==> config.mk <==
export PLATFORM = sky130hd
export DESIGN_NAME = ws2812_decoder
export DESIGN_NICKNAME = d
export VERILOG_FILES = /design/src/rtl/ws2812_pkg.sv /design/src/rtl/ws2812_decoder_sync_edge.sv /design/src/rtl/ws2812_decoder.sv
export SDC_FILE = /design/constraint.sdc
export NUM_CORES = 1
export LEC_CHECK = 0
export ABC_AREA = 0
export CELL_PAD_IN_SITES_DETAIL_PLACEMENT = 0
export CELL_PAD_IN_SITES_GLOBAL_PLACEMENT = 2
export CORE_MARGIN = 8
export CORE_UTILIZATION = 37
export CTS_BUF_LIST = sky130_fd_sc_hd__clkbuf_4 sky130_fd_sc_hd__clkbuf_8
export CTS_CLUSTER_DIAMETER = 80
export CTS_CLUSTER_SIZE = 25
export DETAILED_ROUTE_END_ITERATION = 8
export PLACE_DENSITY = 0.88
export REMOVE_ABC_BUFFERS = 1
export SETUP_SLACK_MARGIN = 0.4
export SYNTH_ARGS = -nofsm -noshare
export SYNTH_HDL_FRONTEND = slang
export SYNTH_SLANG_ARGS = --single-unit
==> constraint.sdc <==
create_clock -name clk -period 5.9 [get_ports clk]
set_clock_uncertainty 0.2 [all_clocks]
set_input_delay 0.59 -clock clk [delete_from_list [all_inputs] [get_ports clk]]
set_output_delay 0.59 -clock clk [all_outputs]
set_load 0.005 [all_outputs]
==> src/rtl/ws2812_pkg.sv <==
`default_nettype none
// +----------------------------------------------------------------------------+
// | Module   : ws2812_pkg                                                      |
// | Purpose  : Shared WS2812 decoder states and 12 MHz nominal line timing.    |
// | Revision : 1.0 - initial release                                           |
// +----------------------------------------------------------------------------+
package ws2812_pkg;

    typedef enum logic [1:0] {
        SYNC  = 2'd0,
        READY = 2'd1,
        HIGH  = 2'd2,
        LOW   = 2'd3
    } state_t;

    localparam int c_T0H    = 5;
    localparam int c_T1H    = 10;
    localparam int c_TBIT   = 15;
    localparam int c_TRESET = 600;

endpackage
`default_nettype wire

==> src/rtl/ws2812_decoder_sync_edge.sv <==
`default_nettype none
// +----------------------------------------------------------------------------+
// | Module   : sync_edge                                                       |
// | Purpose  : Two-flop synchronizer with registered previous sample for edges.|
// | Revision : 1.0 - initial release                                           |
// +----------------------------------------------------------------------------+
module sync_edge (
    input  logic clk,
    input  logic rst,
    input  logic din,
    output logic ds,
    output logic rise,
    output logic fall
);

    logic r_meta_q, w_meta_d;
    logic r_ds_q,   w_ds_d;
    logic r_prev_q, w_prev_d;

    always_comb begin
        w_meta_d = din;
        w_ds_d   = r_meta_q;
        w_prev_d = r_ds_q;
    end

    always_ff @(posedge clk) begin
        if (rst) begin
            r_meta_q <= 1'b0;
            r_ds_q   <= 1'b0;
            r_prev_q <= 1'b0;
        end else begin
            r_meta_q <= w_meta_d;
            r_ds_q   <= w_ds_d;
            r_prev_q <= w_prev_d;
        end
    end

    assign ds   = r_ds_q;
    assign rise = r_ds_q & ~r_prev_q;
    assign fall = ~r_ds_q & r_prev_q;

endmodule
`default_nettype wire

==> src/rtl/ws2812_decoder.sv <==
`default_nettype none
// +----------------------------------------------------------------------------+
// | Module   : ws2812_decoder                                                  |
// | Purpose  : Decodes a WS2812 NRZ line into 24-bit GRB pixels and frames.    |
// | Revision : 1.0 - initial release                                           |
// +----------------------------------------------------------------------------+
module ws2812_decoder
    import ws2812_pkg::*;
#(
    parameter int BIT_THRESH   = (c_T0H + c_T1H) / 2,
    parameter int MIN_HIGH     = 2,
    parameter int MAX_HIGH     = c_TBIT - 1,
    parameter int RESET_CYCLES = c_TRESET,
    parameter int MAX_PIXELS   = 64
) (
    input  logic                          clk,
    input  logic                          rst,
    input  logic                          din,
    output logic [23:0]                   pixel_data,
    output logic                          pixel_valid,
    output logic [$clog2(MAX_PIXELS)-1:0] pixel_index,
    output logic                          frame_done,
    output logic [$clog2(MAX_PIXELS):0]   frame_pixels,
    output logic                          error
);

    localparam int c_IDX_W = $clog2(MAX_PIXELS);
    localparam int c_CNT_W = $clog2(RESET_CYCLES + 1);

    localparam logic [c_CNT_W-1:0] c_CNT_ONE = c_CNT_W'(1);
    localparam logic [c_CNT_W-1:0] c_CNT_MAX = '1;
    localparam logic [c_CNT_W-1:0] c_RESET   = c_CNT_W'(RESET_CYCLES);
    localparam logic [c_CNT_W-1:0] c_THRESH  = c_CNT_W'(BIT_THRESH);
    localparam logic [c_CNT_W-1:0] c_MIN_HI  = c_CNT_W'(MIN_HIGH);
    localparam logic [c_CNT_W-1:0] c_MAX_HI  = c_CNT_W'(MAX_HIGH);
    localparam logic [c_IDX_W:0]   c_PIX_MAX = (c_IDX_W + 1)'(MAX_PIXELS);

    logic w_ds, w_rise, w_fall;

    sync_edge u_sync_edge (
        .clk  (clk),
        .rst  (rst),
        .din  (din),
        .ds   (w_ds),
        .rise (w_rise),
        .fall (w_fall)
    );

    state_t               r_state_q, w_state_d;
    logic [c_CNT_W-1:0]   r_cnt_q,   w_cnt_d;
    logic [4:0]           r_bits_q,  w_bits_d;
    logic [22:0]          r_shift_q, w_shift_d;
    logic [c_IDX_W:0]     r_pix_q,   w_pix_d;

    logic [23:0]          r_pixel_data_q,   w_pixel_data_d;
    logic                 r_pixel_valid_q,  w_pixel_valid_d;
    logic [c_IDX_W-1:0]   r_pixel_index_q,  w_pixel_index_d;
    logic                 r_frame_done_q,   w_frame_done_d;
    logic [c_IDX_W:0]     r_frame_pixels_q, w_frame_pixels_d;
    logic                 r_error_q,        w_error_d;

    logic [c_CNT_W-1:0]   w_cnt_inc;
    logic                 w_bit;
    logic [23:0]          w_word;

    always_comb begin
        w_cnt_inc = (r_cnt_q == c_CNT_MAX) ? r_cnt_q : r_cnt_q + c_CNT_ONE;
        w_bit     = (r_cnt_q >= c_THRESH);
        w_word    = {r_shift_q, w_bit};

        w_state_d        = r_state_q;
        w_cnt_d          = r_cnt_q;
        w_bits_d         = r_bits_q;
        w_shift_d        = r_shift_q;
        w_pix_d          = r_pix_q;
        w_pixel_data_d   = r_pixel_data_q;
        w_pixel_valid_d  = 1'b0;
        w_pixel_index_d  = r_pixel_index_q;
        w_frame_done_d   = 1'b0;
        w_frame_pixels_d = r_frame_pixels_q;
        w_error_d        = 1'b0;

        case (r_state_q)
            SYNC: begin
                if (w_ds) begin
                    w_cnt_d = '0;
                end else if (w_cnt_inc >= c_RESET) begin
                    w_state_d = READY;
                    w_cnt_d   = '0;
                end else begin
                    w_cnt_d = w_cnt_inc;
                end
            end

            READY: begin
                if (w_rise) begin
                    w_state_d = HIGH;
                    w_cnt_d   = c_CNT_ONE;
                end
            end

            HIGH: begin
                if (w_fall) begin
                    if (r_cnt_q < c_MIN_HI) begin
                        // Line is already low here, so this cycle starts the resync gap.
                        w_error_d = 1'b1;
                        w_state_d = SYNC;
                        w_cnt_d   = c_CNT_ONE;
                        w_bits_d  = '0;
                        w_pix_d   = '0;
                    end else begin
                        w_state_d = LOW;
                        w_cnt_d   = c_CNT_ONE;
                        if (r_bits_q == 5'd23) begin
                            w_bits_d = '0;
                            if (r_pix_q < c_PIX_MAX) begin
                                w_pixel_data_d  = w_word;
                                w_pixel_valid_d = 1'b1;
                                w_pixel_index_d = r_pix_q[c_IDX_W-1:0];
                                w_pix_d         = r_pix_q + 1'b1;
                            end else begin
                                w_error_d = 1'b1;
                            end
                        end else begin
                            w_bits_d  = r_bits_q + 5'd1;
                            w_shift_d = w_word[22:0];
                        end
                    end
                end else begin
                    w_cnt_d = w_cnt_inc;
                    if (w_cnt_inc > c_MAX_HI) begin
                        w_error_d = 1'b1;
                        w_state_d = SYNC;
                        w_cnt_d   = '0;
                        w_bits_d  = '0;
                        w_pix_d   = '0;
                    end
                end
            end

            LOW: begin
                if (r_cnt_q >= c_RESET) begin
                    // A partial word is discarded but complete pixels still close the frame.
                    w_error_d = (r_bits_q != 5'd0);
                    if (r_pix_q != '0) begin
                        w_frame_done_d   = 1'b1;
                        w_frame_pixels_d = r_pix_q;
                    end
                    w_bits_d  = '0;
                    w_pix_d   = '0;
                    w_state_d = w_rise ? HIGH : READY;
                    w_cnt_d   = w_rise ? c_CNT_ONE : '0;
                end else if (w_rise) begin
                    w_state_d = HIGH;
                    w_cnt_d   = c_CNT_ONE;
                end else begin
                    w_cnt_d = w_cnt_inc;
                end
            end

            default: begin
                w_state_d = SYNC;
                w_cnt_d   = '0;
            end
        endcase
    end

    always_ff @(posedge clk) begin
        if (rst) begin
            r_state_q        <= SYNC;
            r_cnt_q          <= '0;
            r_bits_q         <= '0;
            r_shift_q        <= '0;
            r_pix_q          <= '0;
            r_pixel_data_q   <= '0;
            r_pixel_valid_q  <= 1'b0;
            r_pixel_index_q  <= '0;
            r_frame_done_q   <= 1'b0;
            r_frame_pixels_q <= '0;
            r_error_q        <= 1'b0;
        end else begin
            r_state_q        <= w_state_d;
            r_cnt_q          <= w_cnt_d;
            r_bits_q         <= w_bits_d;
            r_shift_q        <= w_shift_d;
            r_pix_q          <= w_pix_d;
            r_pixel_data_q   <= w_pixel_data_d;
            r_pixel_valid_q  <= w_pixel_valid_d;
            r_pixel_index_q  <= w_pixel_index_d;
            r_frame_done_q   <= w_frame_done_d;
            r_frame_pixels_q <= w_frame_pixels_d;
            r_error_q        <= w_error_d;
        end
    end

    assign pixel_data   = r_pixel_data_q;
    assign pixel_valid  = r_pixel_valid_q;
    assign pixel_index  = r_pixel_index_q;
    assign frame_done   = r_frame_done_q;
    assign frame_pixels = r_frame_pixels_q;
    assign error        = r_error_q;

endmodule
`default_nettype wire

Word level (Yosys, flattened, before mapping) --
Index checks and enable logic that the tools add are counted.
Storage, ports and cells: word-level logic and storage cells 98, input port bits 3, bits in registers 90, output and inout port bits 40
Cells by class: bitwise operators 10, multiplexer cells 41, reductions and logical operators 12, add/subtract/negate cells 3, $lt $le $gt $ge 6, equal/unequal tests 12
Operators by type and width (number):
- 10-bit two-way mux | 8
- 7-bit two-way mux | 6
- 10-bit one-hot mux with 4 select lines | 1
- 5-bit two-way mux | 5
- 10-bit >= comparator, second input constant | 2
- 2-bit two-way mux | 8
- 7-bit one-hot mux with 2 select lines | 1
- 10-bit by 1-bit adder with 10-bit output, second input constant | 1
- 10-bit equality test, second input constant | 1
- 10-bit by 3-bit >= comparator with 1-bit output, second input constant | 1
- 10-bit by 4-bit > comparator with 1-bit output, second input constant | 1
- 10-bit by 2-bit < comparator with 1-bit output, second input constant | 1
- 5-bit one-hot mux with 2 select lines | 1
- 5-bit AND reduction | 2
- 1-bit two-way mux | 9
- 3-bit AND reduction | 3
- 2-bit inequality test, second input constant | 4
- 4-bit inequality test, second input constant | 2
- 1-bit NOT | 8
- 2-bit one-hot mux with 4 select lines | 1
- 7-bit by 1-bit adder with 7-bit output, second input constant | 1
- 7-bit < comparator, second input constant | 1
- 7-bit nonzero test | 1
- 5-bit by 1-bit adder with 5-bit output, second input constant | 1
- 12 further kinds | 14

Logic depth before layout (Yosys ltp) --
Gate-level depths: netlist of run 1.
depth after elaboration 6, gate-level depth with buffers 10, depth with buffers taken out 9

Cells and area by module --
From an unflattened synthesis of run 1, not the netlist that was laid out.
Unflattened totals: cells, all modules 531, area total of the unflattened synthesis 4130.2 µm²
Modules (own cells, without submodules):
- ws2812_decoder | cells an instance 523, instances 1, area each 4038.9 µm²
- sync_edge | cells an instance 8, instances 1, area each 91.3 µm²

Worst setup path after synthesis of run 1 --
Ideal clock, no wire load.
path type reg2reg, from reg r_cnt_q[1], to reg r_cnt_q[2], stages on the path, launching flop included 11, arrival time 2321 ps, clock period less this slack 2600 ps, setup slack 3300 ps, cell sequence dfxtp_1 ha_1 and2_4 buf_6 and3_1 mux2_2 a211oi_4 a21oi_2 o21ai_4 o21ai_2 a211oi_2
On the way: word-level cells in the longest chain between the ends 6, elaborated cells between the ends (all ways) 13
Ends and longest elaborated chain:
- start, declared | line ws2812_decoder.sv:50 | logic [c_CNT_W-1:0] r_cnt_q, w_cnt_d;
- start signal, assigned | line ws2812_decoder.sv:183 | r_cnt_q <= w_cnt_d;
- 10-bit by 1-bit adder with 10-bit output or 10-bit equality test (tied branches) | line ws2812_decoder.sv:67 | w_cnt_inc = (r_cnt_q == c_CNT_MAX) ? r_cnt_q : r_cnt_q + c_CNT_ONE;
- 10-bit two-way mux | line ws2812_decoder.sv:67
- 10-bit by 4-bit > comparator with 1-bit output or 10-bit >= comparator (tied branches) | line ws2812_decoder.sv:131, ws2812_decoder.sv:87
- 10-bit two-way mux, on equally long branches | line ws2812_decoder.sv:131, ws2812_decoder.sv:87
- 10-bit two-way mux, on equally long branches | line ws2812_decoder.sv:103, ws2812_decoder.sv:85
- 10-bit one-hot mux with 4 select lines (*) | line ws2812_decoder.sv:83 | case (r_state_q)
Every way passes the cells marked *; elsewhere a longest branch is shown, timed or not. A chain may end at the register's enable or synchronous reset.

Final worst setup path of run 1 --
from reg r_cnt_q[1], to reg r_cnt_q[3]
The elaborated chain is that of the path after synthesis.

==> results of run 1 <==
-- cells by family (layout without fill, tap and decap cells) --
group / count (synthesis) / after routing / share of synthesized area [%]
buf+inv: 46 / 72 / 4.92
compound gates: 145 / 145 / 22.9
flops: 90 / 90 / 44.9
mux: 2 / 2 / 0.561
fa+ha+maj: 5 / 5 / 1.56
simple gates: 230 / 230 / 25.0
xor+xnor: 1 / 1 / 0.218
-- cell type report --
class	instances	area share, %
Multi-Input combinational cell	383	42.9
Sequential cell	90	38.3
Timing Repair Buffer	45	9.31
Tap cell	140	3.73
Clock buffer	11	3.22
Clock inverter	4	1.60
Inverter	12	0.958
-- how the worst max path moves through the flow --
stage / end / slack [ns]
after floorplan: r_pix_q[6] / 3.16
after global placement: r_pix_q[4] / 2.96
after detailed placement: r_pix_q[4] / 2.89
after CTS: r_pix_q[4] / 2.87
after global routing: r_cnt_q[3] / 2.63
final: r_cnt_q[3] / 2.94
-- sequential cells by signal (all words and copies together) (netlist names), 2 cells and up --
| signal | count |
|---|---|
| frame_pixels | 7 |
| pixel_data | 24 |
| pixel_index | 6 |
| r_bits_q | 5 |
| r_cnt_q | 10 |
| r_pix_q | 7 |
| r_shift_q | 23 |
| r_state_q | 2 |
-- power groups by stage --
| stage | clock (mW) | sequential, mW | combinational (mW) |
|---|---|---|---|
| after detailed placement | 0 | 0.627 | 0.0290 |
| after floorplan | 0 | 0.627 | 0.0141 |
| after global routing | 0.522 | 0.614 | 0.0318 |
| final | 0.479 | 0.613 | 0.0286 |
| after global placement | 0 | 0.627 | 0.0289 |
| after CTS | 0.495 | 0.613 | 0.0290 |
-- layer usage --
layer  routed length, um  GRT usage (%)  share of wire [%]
met1                4680           17.6                 48
met2                4410           21.3                 45
met3                 504           4.15                5.2
met4                 183           5.31                1.9
met5                   0              0                  0
-- Yosys cell counts (all sizes together), types with 2 or more instances --
cell type and n:
nor2 35, a21oi 79, a22oi 4, a211oi 10
nand2b 5, a311oi 5, nand4 3, o211ai 3
a21boi 2, dfxtp 90, a32o 2, o31a 2
o31ai 3, a31oi 5, nand3 17, nand2 135
nor2b 5, and3 7, and2 4, inv 12
o21ai 16, nand3b 3, mux2 2, ha 5
nor3 10, buf 10, clkbuf 24, o21a 2
-- tightest hold or removal path, stage by stage, from the launching register on --
cell,delay (ns)
dfxtp_1,0.31
nand2_1,0.05
a21oi_1,0.05
-- per-stage QoR --
stage,instance area (sq um),std cells
after CTS,4700,685
after floorplan,3860,485
after detailed placement,4480,670
after global placement,4480,670
final,4700,685
after global routing,4700,685
==> results.py, run 1 <==
metrics = {
    "status": {
        "status": "finished clean",
    },
    "global_route": {
        "grt_pass1_vias": 3370,
        "antenna_found_initial": 0,
        "grt_pass1_wl_um": 16300,
        "grt_start_max_net_pins": 49,
        "grt_usage_pct": 13.8,
        "grt-ovfl-total": 0,
    },
    "logic_synthesis": {
        "synth_ff_type": "dfxtp_1",
        "yosysTopAreaCell": "dfxtp_1",
        "avgSynthCellArea_sq_um": 7.74,
        "synth_top_area_share_pct": 44.9,
        "synthDistinctLibCells": 59,
        "netlist_instances": 519,
        "synth-edff-count": 0,
        "synth_area_leaders": "dfxtp_1 (45%), nand2_1 (13%), a21oi_1 (9.6%)",
        "mappedNetlistArea_sq_mm": 0.00402,
        "yosysSeqAreaShare_pct": 44.9,
        "synth_warnings": 0,
        "async_flop_share_pct": 0,
        "ys_seq_elements": 90,
    },
    "power": {
        "swShare_pct": 21.7,
        "power_switching_mw": 0.244,
        "power_mw": 1.12,
        "clkPwrFrac_pct": 42.8,
        "pwr-share-comb_pct": 2.6,
        "p_int_mw": 0.878,
        "vdd_drop_max_v": 0.000130,
        "p_per_area_mw_per_mm2": 238,
        "pwr-share-seq_pct": 54.7,
        "p_leak_nw": 1.48,
    },
    "drt": {
        "routed_wl_um": 9780,
        "vias": 3598,
        "ant_nets": 0,
        "dr.first_iter.drc_count": 265,
        "wl_per_cell_um": 14.3,
        "drc": 0,
        "drt_pre_antenna_iters": 4,
        "viasPerCell": 5.25,
    },
    "floorplan": {
        "die_height_um": 120,
        "die_w_um": 120,
        "coreArea_sq_mm": 0.0107,
        "start_util_pct": 37.5,
        "die_area_sq_mm": 0.0144,
        "rows": 38,
        "ioPinCount": 43,
    },
    "job": {
        "max_cap_violations": 0,
    },
    "timing": {
        "grt_setup_unrepaired": "no",
        "fin_ws_ns": 2.94,
        "holdWs_ns": 0.255,
        "tns_ns": 0,
        "post-route-min-period_ns": 2.96,
        "worst_slew_pin_slew_ns": 1.13,
        "finalMaxSlewViolations": 0,
        "hold_violations": 0,
        "period_share_pct": 50.3,
        "fmaxAchievable_ghz": 0.337,
        "finalSetupViolations": 0,
        "relSlewSlack_pct": 24.8,
    },
    "finish": {
        "diodes": 0,
        "area_growth_pct": 17.1,
        "final_cell_mix": "nand2_1 (134), dfxtp_1 (90), a21oi_1 (77)",
        "fin_util_pct": 44.0,
        "final_nets": 549,
        "drive_above_1_share_pct": 6.42,
        "layout_commonest_cell": "nand2_1",
        "seq_area_sq_mm": 0.00180,
        "n_fill_cell": 1092,
        "multiInputGateArea_sq_mm": 0.00202,
    },
    "clocking": {
        "cts_max_path_buffers": 2,
        "cts-buffers-inserted": 9,
        "clock_latency_ns": 0.36,
        "cts_resized": 0,
        "clk_pin_slew_ns": 0.09,
        "cts-root-buf": "clkbuf_8",
        "post_cts_buffers": 0,
        "clock_sink_count": 90,
        "ctsHoldBuffers": 0,
        "htreeDepth": 3,
        "cts_tree": "done",
    },
    "setup_path": {
        "cp_num_buf_inv": 0,
        "critPathMaxStageDelay_ns": 0.48,
        "path_depth": 9,
        "critPathKind": "reg2reg",
        "reg2reg_to": "r_cnt_q[3]",
        "r2r_slack_ns": 2.94,
        "critical_path.slowest_cell": "dfxtp_1",
        "critical_path.max_fanout": 10,
        "cp-startpoint": "r_cnt_q[1]",
        "cp_cell_sequence": "ha_1 -> nand2_2 -> a211oi_2 -> o2111ai_1 -> a211oi_4 -> a21oi_2 -> o21ai_4 -> a21oi_1 -> nor3_1",
        "worstPathArrival_ns": 3.05,
        "cp_top_family": "compound AO/OA/AOI/OAI gates",
        "r2r_cells": 9,
        "worstPathRequired_ns": 5.99,
        "critPathLaunchType": "register",
        "endpoint_kind": "register",
        "reg2reg_from": "r_cnt_q[1]",
    },
    "worst_hold_path": {
        "worstHoldStart": "pixel_data[9]",
        "hold_depth": 2,
        "hold-path-endpoint": "pixel_data[9]",
        "hold_class": "reg2reg",
    },
    "place": {
        "gp_congestion": 0.907,
        "dpl_worst_slack_ns": 2.89,
        "numPortBuffers": 42,
        "dp_hpwl_um": 6670,
    },
}
(Power assumes the default switching activity.)
==> run 2, diff against run 1 <==
--- a/config.mk
+++ b/config.mk
@@ -9,12 +9,12 @@
 export CELL_PAD_IN_SITES_DETAIL_PLACEMENT = 0
 export CELL_PAD_IN_SITES_GLOBAL_PLACEMENT = 2
 export CORE_MARGIN = 8
-export CORE_UTILIZATION = 37
+export CORE_UTILIZATION = 34
 export CTS_BUF_LIST = sky130_fd_sc_hd__clkbuf_4 sky130_fd_sc_hd__clkbuf_8
 export CTS_CLUSTER_DIAMETER = 80
 export CTS_CLUSTER_SIZE = 25
 export DETAILED_ROUTE_END_ITERATION = 8
-export PLACE_DENSITY = 0.88
+export PLACE_DENSITY = 0.82
 export REMOVE_ABC_BUFFERS = 1
 export SETUP_SLACK_MARGIN = 0.4
 export SYNTH_ARGS = -nofsm -noshare
==> constraint.sdc (replaced) <==
create_clock -name clk -period 3.1 [get_ports clk]
set_clock_uncertainty 0.2 [all_clocks]
set_input_delay 0.31 -clock clk [delete_from_list [all_inputs] [get_ports clk]]
set_output_delay 0.31 -clock clk [all_outputs]
set_load 0.005 [all_outputs]
==> run 2 against run 1 <==
Net effect: setup slack worse by 2.4 ns; non-clock buffer count is 17 higher; hold slack worse by 0.11 ns; via count is 1.8% higher; wire length is 7.4% higher; cell count is 3.1% higher; die area is 7.6% higher; sequential power is 91% higher; largest cell class unchanged; fmax is 15% higher; highest routed layer unchanged; register-to-register slack worse by 2.4 ns.
==> results.py, run 2 (same netlist as run 1, synthesis figures left out) <==
metrics = {
    "timing": {
        "post-route-min-period_ns": 2.59,
        "hold_violations": 0,
        "worst_slew_pin_slew_ns": 0.695,
        "finalMaxSlewViolations": 0,
        "grt_setup_unrepaired": "yes",
        "tns_ns": 0,
        "finalSetupViolations": 0,
        "holdWs_ns": 0.144,
        "relSlewSlack_pct": 53.5,
        "period_share_pct": 83.4,
        "fmaxAchievable_ghz": 0.387,
    },
    "floorplan": {
        "ioPinCount": 43,
        "coreArea_sq_mm": 0.0115,
        "start_util_pct": 35.0,
        "die_height_um": 125,
        "rows": 39,
        "die_area_sq_mm": 0.0155,
        "die_w_um": 125,
    },
    "place": {
        "gp_congestion": 0.905,
        "numPortBuffers": 42,
        "place_area_sq_mm": 0.00460,
        "dp_hpwl_um": 7200,
    },
    "finish": {
        "largest_reg_flops": 24,
        "seq_area_sq_mm": 0.00182,
        "multiInputGateArea_sq_mm": 0.00204,
        "layout_commonest_cell": "nand2_1",
        "area_growth_pct": 20.9,
        "drive_above_1_share_pct": 11.7,
        "final_nets": 566,
        "diodes": 0,
        "n_fill_cell": 1185,
        "finalInstanceArea_sq_mm": 0.00485,
        "final_cell_mix": "nand2_1 (134), dfxtp_1 (81), a21oi_1 (77)",
    },
    "clocking": {
        "clock_latency_ns": 0.37,
        "cts-root-buf": "clkbuf_8",
        "htreeDepth": 3,
        "clk_pin_slew_ns": 0.09,
        "cts-buffers-inserted": 9,
        "ctsHoldBuffers": 0,
        "clock_sink_count": 90,
        "cts_tree": "done",
        "cts_max_path_buffers": 2,
    },
    "drt": {
        "dr.first_iter.drc_count": 259,
        "vias": 3662,
        "drc": 0,
        "viasPerCell": 5.19,
        "wl_per_cell_um": 14.9,
        "drt_pre_antenna_iters": 4,
        "ant_nets": 0,
        "routed_wl_um": 10500,
    },
    "setup_path": {
        "cp_cell_sequence": "and4_2 -> and3_1 -> mux2_2 -> a211oi_4 -> a21oi_2 -> o21ai_4 -> buf_12 -> nor2_1 -> a311oi_1",
        "critical_path.slowest_cell": "dfxtp_2",
        "worstPathRequired_ns": 3.19,
        "critical_path.max_fanout": 11,
        "critPathKind": "reg2reg",
        "endpoint_kind": "register",
        "critPathLaunchType": "register",
        "critPathMaxStageDelay_ns": 0.45,
        "worstPathArrival_ns": 2.67,
        "r2r_cells": 9,
    },
    "global_route": {
        "grt_start_max_net_pins": 48,
        "grt-ovfl-total": 0,
        "grt_usage_pct": 13.4,
        "grt_pass1_vias": 3459,
        "grt_pass1_wl_um": 17400,
        "antenna_found_initial": 0,
    },
    "worst_hold_path": {
        "hold_depth": 2,
        "hold_class": "in2reg",
    },
    "status": {
        "status": "finished clean",
    },
    "power": {
        "swShare_pct": 23.7,
        "p_int_mw": 1.52,
        "p_per_area_mw_per_mm2": 409,
        "p_leak_nw": 1.57,
        "pwr-share-comb_pct": 3.3,
        "vdd_drop_max_v": 0.000336,
        "clkPwrFrac_pct": 37.9,
        "power_switching_mw": 0.470,
        "pwr-share-seq_pct": 58.8,
    },
    "job": {
        "max_cap_violations": 0,
    },
}
==> run 2: changes by cell type in the layout (fill, tap and decap cells not counted), sizes merged <==
cell	delta
clkbuf	+1
buf	+17
clkinv	+2
bufinv	-2
inv	+1
clkinvlp	-1
==> run 2: power groups by stage <==
stage | logic [mW] | clock network, mW | registers [mW]
finish | 0.0652 | 0.752 | 1.17
global route | 0.0708 | 0.834 | 1.17
CTS | 0.0609 | 0.787 | 1.17
detailed placement | 0.0555 | 0 | 1.19
global placement | 0.0558 | 0 | 1.19
floorplan | 0.0269 | 0 | 1.19
==> run 2: critical path, delay by kind of cell (launching register included) <==
| family | cells | cell delay (ns) |
|---|---|---|
| AO/OA/AOI/OAI | 4 | 0.79 |
| buffers and inverters | 1 | 0.14 |
| flip-flops | 1 | 0.45 |
| multiplexers | 1 | 0.36 |
| AND/OR/NAND/NOR | 3 | 0.55 |
==> run 2: path summary, 6_finish.rpt <==
| kind | start | end | slack, ns |
|---|---|---|---|
| worst max-delay path | r_cnt_q[5] | r_cnt_q[8] | 0.51 |
| worst min-delay path | rst | r_cnt_q[5] | 0.14 |
| worst max register to register | r_cnt_q[5] | r_cnt_q[8] | 0.51 |
| worst min register to register | u_sync_edge.r_meta_q | u_sync_edge.ds | 0.25 |
==> run 2: layout make-up <==
type | count | area share, %
well taps | 143 | 3.69
repair buffers | 62 | 12.2
clock inverters | 4 | 0.541
multi-input cells | 383 | 42.1
flip-flops and latches | 90 | 37.4
inverters | 12 | 0.928
clock buffers | 12 | 3.14
==> run 2: per-stage QoR <==
| stage | util [%] | total power, mW | setup slack (ns) | cells |
|---|---|---|---|---|
| 2_1_floorplan | - | 1.22 | 0.359 | 485 |
| 3_3_place_gp | 40.1 | 1.25 | 0.258 | 687 |
| 3_5_place_dp | 40.1 | 1.25 | 0.181 | 687 |
| 4_1_cts | 42.0 | 2.02 | 0.406 | 705 |
| 5_1_grt | 42.3 | 2.07 | 0.354 | 706 |
| 6_report | 42.3 | 1.98 | 0.514 | 706 |
==> run 2: what timing repair did <==
item / CTS / global route
pin swaps: 2 / 1
setup endpoints to repair: 22 / 39
hold endpoints to repair: 0 / 0
buffers inserted: 2 / 1
resized for setup: 5 / 12
==> run 2: layer usage <==
metal | vias to the layer above | GRT usage, % | share of wire (%)
li1 | 1866 | - | -
met1 | 1723 | 17.2 | 49
met2 | 65 | 20.0 | 44
met3 | 8 | 5.74 | 5.6
met4 | 0 | 3.47 | 1.0
met5 | - | 0 | 0
